==> config.mk <==
export PLATFORM = sky130hd
export DESIGN_NAME = uart_receiver_flat
export DESIGN_NICKNAME = d
export VERILOG_FILES = /design/src/rtl/uart_receiver_if.sv /design/src/rtl/uart_receiver.sv /design/src/flat_wrapper.sv
export SDC_FILE = /design/constraint.sdc
export NUM_CORES = 1
export LEC_CHECK = 0
export ABC_AREA = 1
export BUFFER_PORTS_ARGS = -buffer_cell sky130_fd_sc_hd__buf_2
export CAP_MARGIN = 20
export CORE_MARGIN = 2
export CORE_UTILIZATION = 40
export CTS_BUF_LIST = sky130_fd_sc_hd__clkbuf_8
export DETAILED_ROUTE_END_ITERATION = 8
export PLACE_DENSITY_LB_ADDON = 0.05
export REMOVE_ABC_BUFFERS = 1
export SYNTH_ARGS = -nofsm -noshare
export SYNTH_HDL_FRONTEND = slang
export SYNTH_SLANG_ARGS = --single-unit
==> constraint.sdc <==
create_clock -name CLK -period 1.8 [get_ports CLK]
set_input_delay 0.27 -clock CLK [delete_from_list [all_inputs] [get_ports CLK]]
set_output_delay 0.27 -clock CLK [all_outputs]
set_load 0.02 [all_outputs]
==> src/rtl/uart_receiver_if.sv <==
// rtl/uart_receiver_if.sv - serial line in, received byte and status pulses out
interface uart_receiver_if;
    logic       rxd;
    logic [7:0] data;
    logic       valid;
    logic       frame_err;
    logic       parity_err;

    modport master (
        output rxd,
        input  data,
        input  valid,
        input  frame_err,
        input  parity_err
    );

    modport slave (
        input  rxd,
        output data,
        output valid,
        output frame_err,
        output parity_err
    );
endinterface

==> src/rtl/uart_receiver.sv <==
// rtl/uart_receiver.sv - 8N1 UART receiver, mid-bit sampling; UART_RX_PARITY_EN adds an even-parity bit
module uart_receiver #(
    parameter int unsigned CLKS_PER_BIT = 2604
) (
    input  logic           CLK,
    input  logic           reset,
    uart_receiver_if.slave rx
);

    localparam logic [15:0] FULL_M1 = 16'(CLKS_PER_BIT - 1);
    localparam logic [15:0] HALF_M1 = 16'((CLKS_PER_BIT / 2) - 1);

`ifdef UART_RX_PARITY_EN
    typedef enum logic [2:0] {
        S_IDLE,
        S_START,
        S_DATA,
        S_PARITY,
        S_STOP,
        S_BREAK
    } state_t;
`else
    typedef enum logic [2:0] {
        S_IDLE,
        S_START,
        S_DATA,
        S_STOP,
        S_BREAK
    } state_t;
`endif

    state_t      state_q;
    logic [1:0]  sync_q;
    logic        rxs;
    logic [15:0] cnt_q;
    logic [2:0]  bit_idx_q;
    logic [7:0]  shift_q;
    logic [7:0]  shift_d;
    logic [7:0]  data_q;
    logic        valid_q;
    logic        frame_err_q;
`ifdef UART_RX_PARITY_EN
    logic        parity_ok_q;
    logic        parity_err_q;
`endif

    // Flops preset to 1 so reset looks like an idle line, not a start bit.
    always_ff @(posedge CLK or negedge reset) begin
        if (!reset) begin
            sync_q <= 2'b11;
        end else begin
            sync_q <= {sync_q[0], rx.rxd};
        end
    end

    assign rxs     = sync_q[1];
    assign shift_d = {rxs, shift_q[7:1]};

    always_ff @(posedge CLK or negedge reset) begin
        if (!reset) begin
            state_q      <= S_IDLE;
            cnt_q        <= 16'd0;
            bit_idx_q    <= 3'd0;
            shift_q      <= 8'h00;
            data_q       <= 8'h00;
            valid_q      <= 1'b0;
            frame_err_q  <= 1'b0;
`ifdef UART_RX_PARITY_EN
            parity_ok_q  <= 1'b0;
            parity_err_q <= 1'b0;
`endif
        end else begin
            valid_q      <= 1'b0;
            frame_err_q  <= 1'b0;
`ifdef UART_RX_PARITY_EN
            parity_err_q <= 1'b0;
`endif
            case (state_q)
                S_IDLE: begin
                    if (!rxs) begin
                        state_q <= S_START;
                        cnt_q   <= HALF_M1;
                    end
                end

                S_START: begin
                    if (cnt_q != 16'd0) begin
                        cnt_q <= cnt_q - 16'd1;
                    end else if (rxs) begin
                        state_q <= S_IDLE;
                    end else begin
                        state_q   <= S_DATA;
                        cnt_q     <= FULL_M1;
                        bit_idx_q <= 3'd0;
                    end
                end

                S_DATA: begin
                    if (cnt_q != 16'd0) begin
                        cnt_q <= cnt_q - 16'd1;
                    end else begin
                        shift_q   <= shift_d;
                        cnt_q     <= FULL_M1;
                        bit_idx_q <= bit_idx_q + 3'd1;
                        if (bit_idx_q == 3'd7) begin
`ifdef UART_RX_PARITY_EN
                            state_q <= S_PARITY;
`else
                            state_q <= S_STOP;
`endif
                        end
                    end
                end

`ifdef UART_RX_PARITY_EN
                S_PARITY: begin
                    if (cnt_q != 16'd0) begin
                        cnt_q <= cnt_q - 16'd1;
                    end else begin
                        parity_ok_q <= (rxs == ^shift_q);
                        cnt_q       <= FULL_M1;
                        state_q     <= S_STOP;
                    end
                end
`endif

                // Returning to IDLE at mid-stop leaves half a bit to catch a back-to-back start.
                S_STOP: begin
                    if (cnt_q != 16'd0) begin
                        cnt_q <= cnt_q - 16'd1;
                    end else if (!rxs) begin
                        frame_err_q <= 1'b1;
                        state_q     <= S_BREAK;
`ifdef UART_RX_PARITY_EN
                    end else if (!parity_ok_q) begin
                        parity_err_q <= 1'b1;
                        state_q      <= S_IDLE;
`endif
                    end else begin
                        data_q  <= shift_q;
                        valid_q <= 1'b1;
                        state_q <= S_IDLE;
                    end
                end

                S_BREAK: begin
                    if (rxs) begin
                        state_q <= S_IDLE;
                    end
                end

                default: begin
                    state_q <= S_IDLE;
                end
            endcase
        end
    end

    assign rx.data      = data_q;
    assign rx.valid     = valid_q;
    assign rx.frame_err = frame_err_q;
`ifdef UART_RX_PARITY_EN
    assign rx.parity_err = parity_err_q;
`else
    assign rx.parity_err = 1'b0;
`endif

endmodule

==> src/flat_wrapper.sv <==
// flat-port wrapper written by rule: the top's interface ports become plain ports
module uart_receiver_flat 
#(
    parameter int unsigned CLKS_PER_BIT = 2604
)
  (CLK, reset, rx_rxd, rx_data, rx_valid, rx_frame_err, rx_parity_err);
  uart_receiver_if rx_i ();
  input  logic CLK;
  input  logic reset;
  input wire logic [$bits(rx_i.rxd)-1:0] rx_rxd;
  output wire logic [$bits(rx_i.data)-1:0] rx_data;
  output wire logic [$bits(rx_i.valid)-1:0] rx_valid;
  output wire logic [$bits(rx_i.frame_err)-1:0] rx_frame_err;
  output wire logic [$bits(rx_i.parity_err)-1:0] rx_parity_err;
  assign rx_i.rxd = rx_rxd;
  assign rx_data = rx_i.data;
  assign rx_valid = rx_i.valid;
  assign rx_frame_err = rx_i.frame_err;
  assign rx_parity_err = rx_i.parity_err;
  uart_receiver #(.CLKS_PER_BIT(CLKS_PER_BIT)) u_core (.CLK(CLK), .reset(reset), .rx(rx_i));
endmodule
## Yosys cells after proc, flatten, opt, wreduce, memory -nomap -nowiden

Index checks and enable logic that the tools add are counted.

- Word-level logic and storage cells: 59
- Register bits: 42
- Input bits: 3
- Output and inout port bits: 11

- Multiplexer cells: 25
- Reductions and logical operators: 9
- Bitwise gates (word level): 1
- Add/sub/neg operators: 2
- Equal/unequal tests: 14

Operators by type and width:

| cell | number |
|---|---|
| 16-bit two-way mux | 5 |
| 16-bit case mux with 4 select lines | 1 |
| 3-bit two-way mux | 10 |
| 16-bit nonzero test | 1 |
| 16-bit by 1-bit subtractor with 16-bit output, second input constant | 1 |
| 3-bit case mux with 5 select lines | 1 |
| 2-bit != test, second input constant | 5 |
| 4-bit AND reduction | 2 |
| 3-bit by 2-bit == test with 1-bit output, second input constant | 2 |
| 3-bit == test, second input constant | 2 |
| 1-bit two-way mux | 6 |
| 2-bit by 1-bit != test with 1-bit output, second input constant | 3 |
| 3-bit case mux with 2 select lines | 1 |
| 6-bit AND reduction | 1 |
| 4-bit nonzero test | 1 |
| 3-bit by 1-bit adder with 3-bit output, second input constant | 1 |
| 3-bit by 1-bit == test with 1-bit output, second input constant | 1 |
| 3-bit logical NOT | 1 |
| 3-bit != test, second input constant | 1 |
| 3-bit AND reduction | 1 |
| 2-bit two-way mux | 1 |
| 2-bit AND reduction | 1 |
| 2-bit nonzero test | 1 |
| 1-bit inverter | 1 |

## Logic depth before layout (Yosys ltp)

- Depth in word-level cells: 4
- Gate-level depth with buffers: 10
- Mapped depth without buffers: 10

## Least setup slack after synthesis

Ideal clock, no wire load.

- Kind: register -> register
- From: register u_core.cnt_q[0]
- To: register u_core.cnt_q[10]
- Data required time: 1.683 ns
- Arrival: 1.437 ns
- Setup time: 0.117 ns
- Buffers on the path: 1
- Cell stages (with the launch flop): 11
- Setup slack: 0.246 ns
- Period minus slack after synthesis: 1.554 ns
- Path through: dfrtp_1 inv_1 ha_1 nand2_1 nor2_1 nand2_1 nor3_2 nor2_4 buf_6 nor2_1 nor2_1

- Word-level cells in the longest chain between the ends: 3
- Elaborated cells between the ends (all ways): 9
- Classes of those cells: add/sub (1); eq/ne (2); mux (4); reduce/logical (2)

Ends and longest elaborated chain:

| item | RTL line | source |
|---|---|---|
| start, declared | uart_receiver.sv:35 | `logic [15:0] cnt_q;` |
| start signal, assigned | uart_receiver.sv:88 | `cnt_q <= cnt_q - 16'd1;` |
| start signal, assigned | uart_receiver.sv:100 | `cnt_q <= cnt_q - 16'd1;` |
| start signal, assigned | uart_receiver.sv:130 | `cnt_q <= cnt_q - 16'd1;` |
| 16-bit by 1-bit subtractor with 16-bit output or 16-bit nonzero test (tied branches) | - |  |
| 16-bit two-way mux, or another cell as far along | uart_receiver.sv:129 | `if (cnt_q != 16'd0) begin` |
| 16-bit case mux with 4 select lines or 4-bit AND reduction (tied branches) | - |  |

Several ways; a longest one is shown, not always the timed one. The select of a mux whose other input is x is not followed.
A chain may end at the register's enable or synchronous reset.

## Worst setup path in the final report

- From: register u_core.cnt_q[1]
- To: register u_core.cnt_q[8]

The elaborated chain is that of the path after synthesis.

==> run summary <==
Counting the fill cells in the layout gives 572. The number of pins with negative max-slew slack in the final report is 0. The placeable core region is 5574 um2. The global routing usage summed across all routing layers came out at between 10% and 20%.

The time the final worst path needs with I/O delays and setup is 1.663 ns. The horizontal die dimension came out at 80.22 um. The net switching power is 376.6 uW.

The critical path goes through inv_1 > ha_2 > nand2_1 > nor2_4 > nand2_2 > nor3_4 > nor2_4 > buf_12 > nor2_1 > nor2_1. The fraction of layout instances using a drive strength above 1 is 20.55%. The congestion estimate from routability-driven global placement came to about 0.82.

The largest net degree at the start of global routing is 22. The clock tree from TritonCTS is built. Counting every sink on the clock net gives 42. The antenna cell count is 0. The number of CTS-inserted buffers is 5. The worst reg2reg path startpoint is u_core.cnt_q[1]. The classification of the worst setup path is reg2reg. The synthesized area per cell is 7.238 um2. The H-tree depth is 2. The number of placed instances with taps included is 426. The remaining number of nets flagged by the antenna check after routing came out at 0. The static leakage power is approximately 1.5 nW. The slowest stage of the critical path belongs to the cell sky130_fd_sc_hd__dfrtp_1.

The sequential group share of total power came out at 57.7%. The largest vdd supply drop came out at 0.0003267 V. The final setup violation count came out at 0. The initial detailed-routing violation count is 102. In this run the core area contains 27 standard-cell rows. Timing would allow up to 601.3 MHz.

The clock latency at the later pin of the worst-skew pair is 0.30 ns. The worst-case setup margin in the final layout is 0.1370 ns. In this run the clock root is driven by a sky130_fd_sc_hd__clkbuf_8. The logic gate share of total power is 1.9%. The launch point of the worst hold path is rx_rxd. The first element of the critical path is u_core.cnt_q[1]. The starting utilization of the core area is a little over two fifths. At the end of the flow, the number of nets in the layout was about 370.

The largest buffer count on any clock path is 2. The type of destination of the critical path is a flip-flop. The path class of the tightest hold or removal check is in2reg.

The worst setup timing slack at the placement stage is 0.09307 ns. The die is 80.22 um tall. Compared with the post-synthesis result, the final layout area differs by 21.16%. The count of vias placed by the detailed router is approximately 2100. After clock tree synthesis, the clock-pin slew on the worst setup and hold paths is roughly 0.080 ns.

The number of instances in the synthesized netlist is 321. The detailed-router iteration count before antenna repair came out at 4. After synthesis, the netlist uses 25 different library cells. The design internal power is around 1.3 mW. In the final routed layout, each cell accounts on average for 12.57 um. In this run switching power makes up 22.88% of total power.

The final instance count without filler cells came out at 437. Between clock sinks in the finished design, the worst skew comes to 0.004916 ns. The area of placed instances is 2644 um2.

Sequential elements use 45.34% of the synthesized area. 14 I/O pins were placed. The share of the clock period used by the worst path after layout came out at just over 90%. The count of final hold-check violations came to 0. The setup TNS after final layout came out at 0 ns. The worst path required time is about 2.0 ns. The aggregate global routing overflow is 0. The number of global-route vias before repair was between 1500 and 2000. The count of yosys warnings during synthesis came out at 0. The wire length of the first global-routing pass came out at 9.377 mm.

The run finished with clean final reports. Detailed placement ended at an HPWL of 4.098 mm. Data arrives at the worst endpoint at 1.86 ns.

After synthesis the netlist holds a flip-flop and latch count of 42. The maximum fanout along the worst path came out at 12. The final instance area is 2815 um2. After detailed routing, the number of remaining DRC violations is 0.

Registers take 1054 um2. The die covers about 6400 um2. The share of the core filled with cells in the final layout came out at between 50% and 60%. Buffers placed on the I/O ports in this run total 12.

The number of antenna violations at the first check in global routing is 0. The clock network burns about two fifths of the power. The areal power density over the cells is 584.6 nW/um2. The number of vias per cell after detailed routing is ~4.8.

The multi-input gate area in the final layout is 1145 um2. Wires add up to 5.494 mm. The count of maximum capacitance violations is 0. The delay of the slowest critical-path stage came out at 0.38 ns. The netlist area before placement came out at 2323 um2.

The kind of launch point of the worst setup path is a flip-flop.
==> power groups by stage <==
stage               registers, mW  clock network, mW  logic [mW]
floorplan                   0.967                  0     0.00414
global placement            0.968                  0      0.0306
detailed placement          0.968                  0      0.0310
CTS                         0.949              0.697      0.0327
global route                0.950              0.739      0.0365
finish                      0.949              0.666      0.0310
==> cell type report <==
type / instances / share of cell area, %
clock buffer: 6 / 2.933
inverter: 34 / 4.533
tap: 72 / 3.200
clock inverter: 2 / 0.5778
sequential: 42 / 37.42
timing repair buffer: 42 / 10.67
multi-input combinational: 239 / 40.67
==> layer usage <==
layer	share of wire, %	vias up	global-route usage [%]
li1	-	1100	-
met1	49	973	26.11
met2	46	33	30.50
met3	3.5	5	3.483
met4	1.1	0	5.424
met5	0	-	0
==> stage by stage <==
| stage | total power, mW | hold slack, ns |
|---|---|---|
| final | 1.646 | 0.06307 |
| after global routing | 1.726 | 0.04668 |
| after CTS | 1.679 | 0.05352 |
| after detailed placement | 0.9988 | 0.2657 |
| after global placement | 0.9984 | 0.2615 |
| after floorplan | 0.9713 | -0.02559 |
==> kinds of logic (layout without fill, tap and decap cells) <==
logic type      count (synthesis)  after routing  synth area share, %
xor+xnor                        5              5                1.885
flops                          42             42                45.34
simple gates                  199            199                36.46
buf+inv                        40             84                7.431
other cells                     1              1               0.1614
fa+ha+maj                       4              4                2.154
compound gates                 30             30                6.570
==> flip-flops by register name (all words and copies together) (netlist names) <==
register             flops
u_core.sync_q            2
u_core.rx.frame_err      1
u_core.cnt_q            16
u_core.shift_q           8
u_core.rx.data           8
u_core.bit_idx_q         3
u_core.state_q           3
u_core.rx.valid          1
==> critical path, delay by kind of cell (launching register included) <==
kind / cells / cell delay [ns]
and+or+nand+nor: 7 / 0.74
DFF: 1 / 0.38
buffers and inverters: 2 / 0.25
adders and majority gates: 1 / 0.20
==> path summary, 6_finish.rpt <==
kind                                      to  slack (ns)  depth (start not counted)
setup reg to reg             u_core.cnt_q[8]        0.14                         10
setup / recovery             u_core.cnt_q[8]        0.14                         10
hold / removal              u_core.sync_q[0]        0.06                          1
hold reg to reg             u_core.sync_q[1]        0.36                          0
min in group asynchronous    u_core.cnt_q[3]        0.46                          2
max in group asynchronous  u_core.rx.data[2]        0.78                          3
==> cell usage in the layout, fill, tap and decap left out <==
cell,instances
sky130_fd_sc_hd__nor2_1,35
sky130_fd_sc_hd__xor2_1,5
sky130_fd_sc_hd__conb_1,1
sky130_fd_sc_hd__ha_2,1
sky130_fd_sc_hd__inv_6,1
sky130_fd_sc_hd__o21bai_1,1
sky130_fd_sc_hd__o21ai_2,1
sky130_fd_sc_hd__dlygate4sd3_1,1
sky130_fd_sc_hd__buf_4,28
sky130_fd_sc_hd__inv_1,29
sky130_fd_sc_hd__clkbuf_8,6
sky130_fd_sc_hd__nand3_1,29
sky130_fd_sc_hd__a21oi_1,1
sky130_fd_sc_hd__clkinvlp_4,1
sky130_fd_sc_hd__nand4_1,9
sky130_fd_sc_hd__nor3_1,1
sky130_fd_sc_hd__buf_2,12
sky130_fd_sc_hd__o21ai_1,23
sky130_fd_sc_hd__nor3_4,1
sky130_fd_sc_hd__dfrtp_1,40
sky130_fd_sc_hd__ha_1,3
sky130_fd_sc_hd__buf_12,1
sky130_fd_sc_hd__inv_2,5
sky130_fd_sc_hd__dfstp_2,2
sky130_fd_sc_hd__nand2_1,106
sky130_fd_sc_hd__or2_0,1
sky130_fd_sc_hd__o21ai_0,4
sky130_fd_sc_hd__nor2_2,8
sky130_fd_sc_hd__and3_1,1
sky130_fd_sc_hd__nor2_4,3
sky130_fd_sc_hd__nor3_2,1
sky130_fd_sc_hd__nand2_4,1
sky130_fd_sc_hd__nand2_2,3
==> synthesized netlist by cell type <==
master | n | area, um2
sky130_fd_sc_hd__nor2_2 | 5 | 31.28
sky130_fd_sc_hd__nand4_1 | 9 | 56.30
sky130_fd_sc_hd__o21bai_1 | 1 | 7.510
sky130_fd_sc_hd__dfrtp_1 | 40 | 1001
sky130_fd_sc_hd__ha_1 | 4 | 50.05
sky130_fd_sc_hd__or2_0 | 1 | 6.260
sky130_fd_sc_hd__a21oi_1 | 1 | 5.000
sky130_fd_sc_hd__nand3_1 | 29 | 145.1
sky130_fd_sc_hd__inv_2 | 4 | 15.01
sky130_fd_sc_hd__and3_1 | 1 | 6.260
sky130_fd_sc_hd__nor3_2 | 2 | 20.02
sky130_fd_sc_hd__conb_1 | 1 | 3.750
sky130_fd_sc_hd__buf_2 | 3 | 15.01
sky130_fd_sc_hd__dfstp_2 | 2 | 52.55
sky130_fd_sc_hd__xor2_1 | 5 | 43.79
sky130_fd_sc_hd__nor2_4 | 1 | 11.26
sky130_fd_sc_hd__buf_6 | 2 | 22.52
sky130_fd_sc_hd__nor3_1 | 1 | 5.000
sky130_fd_sc_hd__inv_1 | 30 | 112.6
sky130_fd_sc_hd__o21ai_0 | 4 | 20.02
sky130_fd_sc_hd__o21ai_1 | 24 | 120.1
sky130_fd_sc_hd__nand2_1 | 109 | 409.1
sky130_fd_sc_hd__nand2_2 | 1 | 6.260
sky130_fd_sc_hd__buf_4 | 1 | 7.510
sky130_fd_sc_hd__nor2_1 | 40 | 150.1
==> repair_timing <==
action | 4_1_cts | 5_1_grt
resized for setup | 0 | 15
hold buffers | 1 | 0
endpoints found under the hold margin | 17 | 0
setup endpoints to repair | 0 | 26
buffers inserted | 0 | 2
Power figures use the tool's default switching activity.
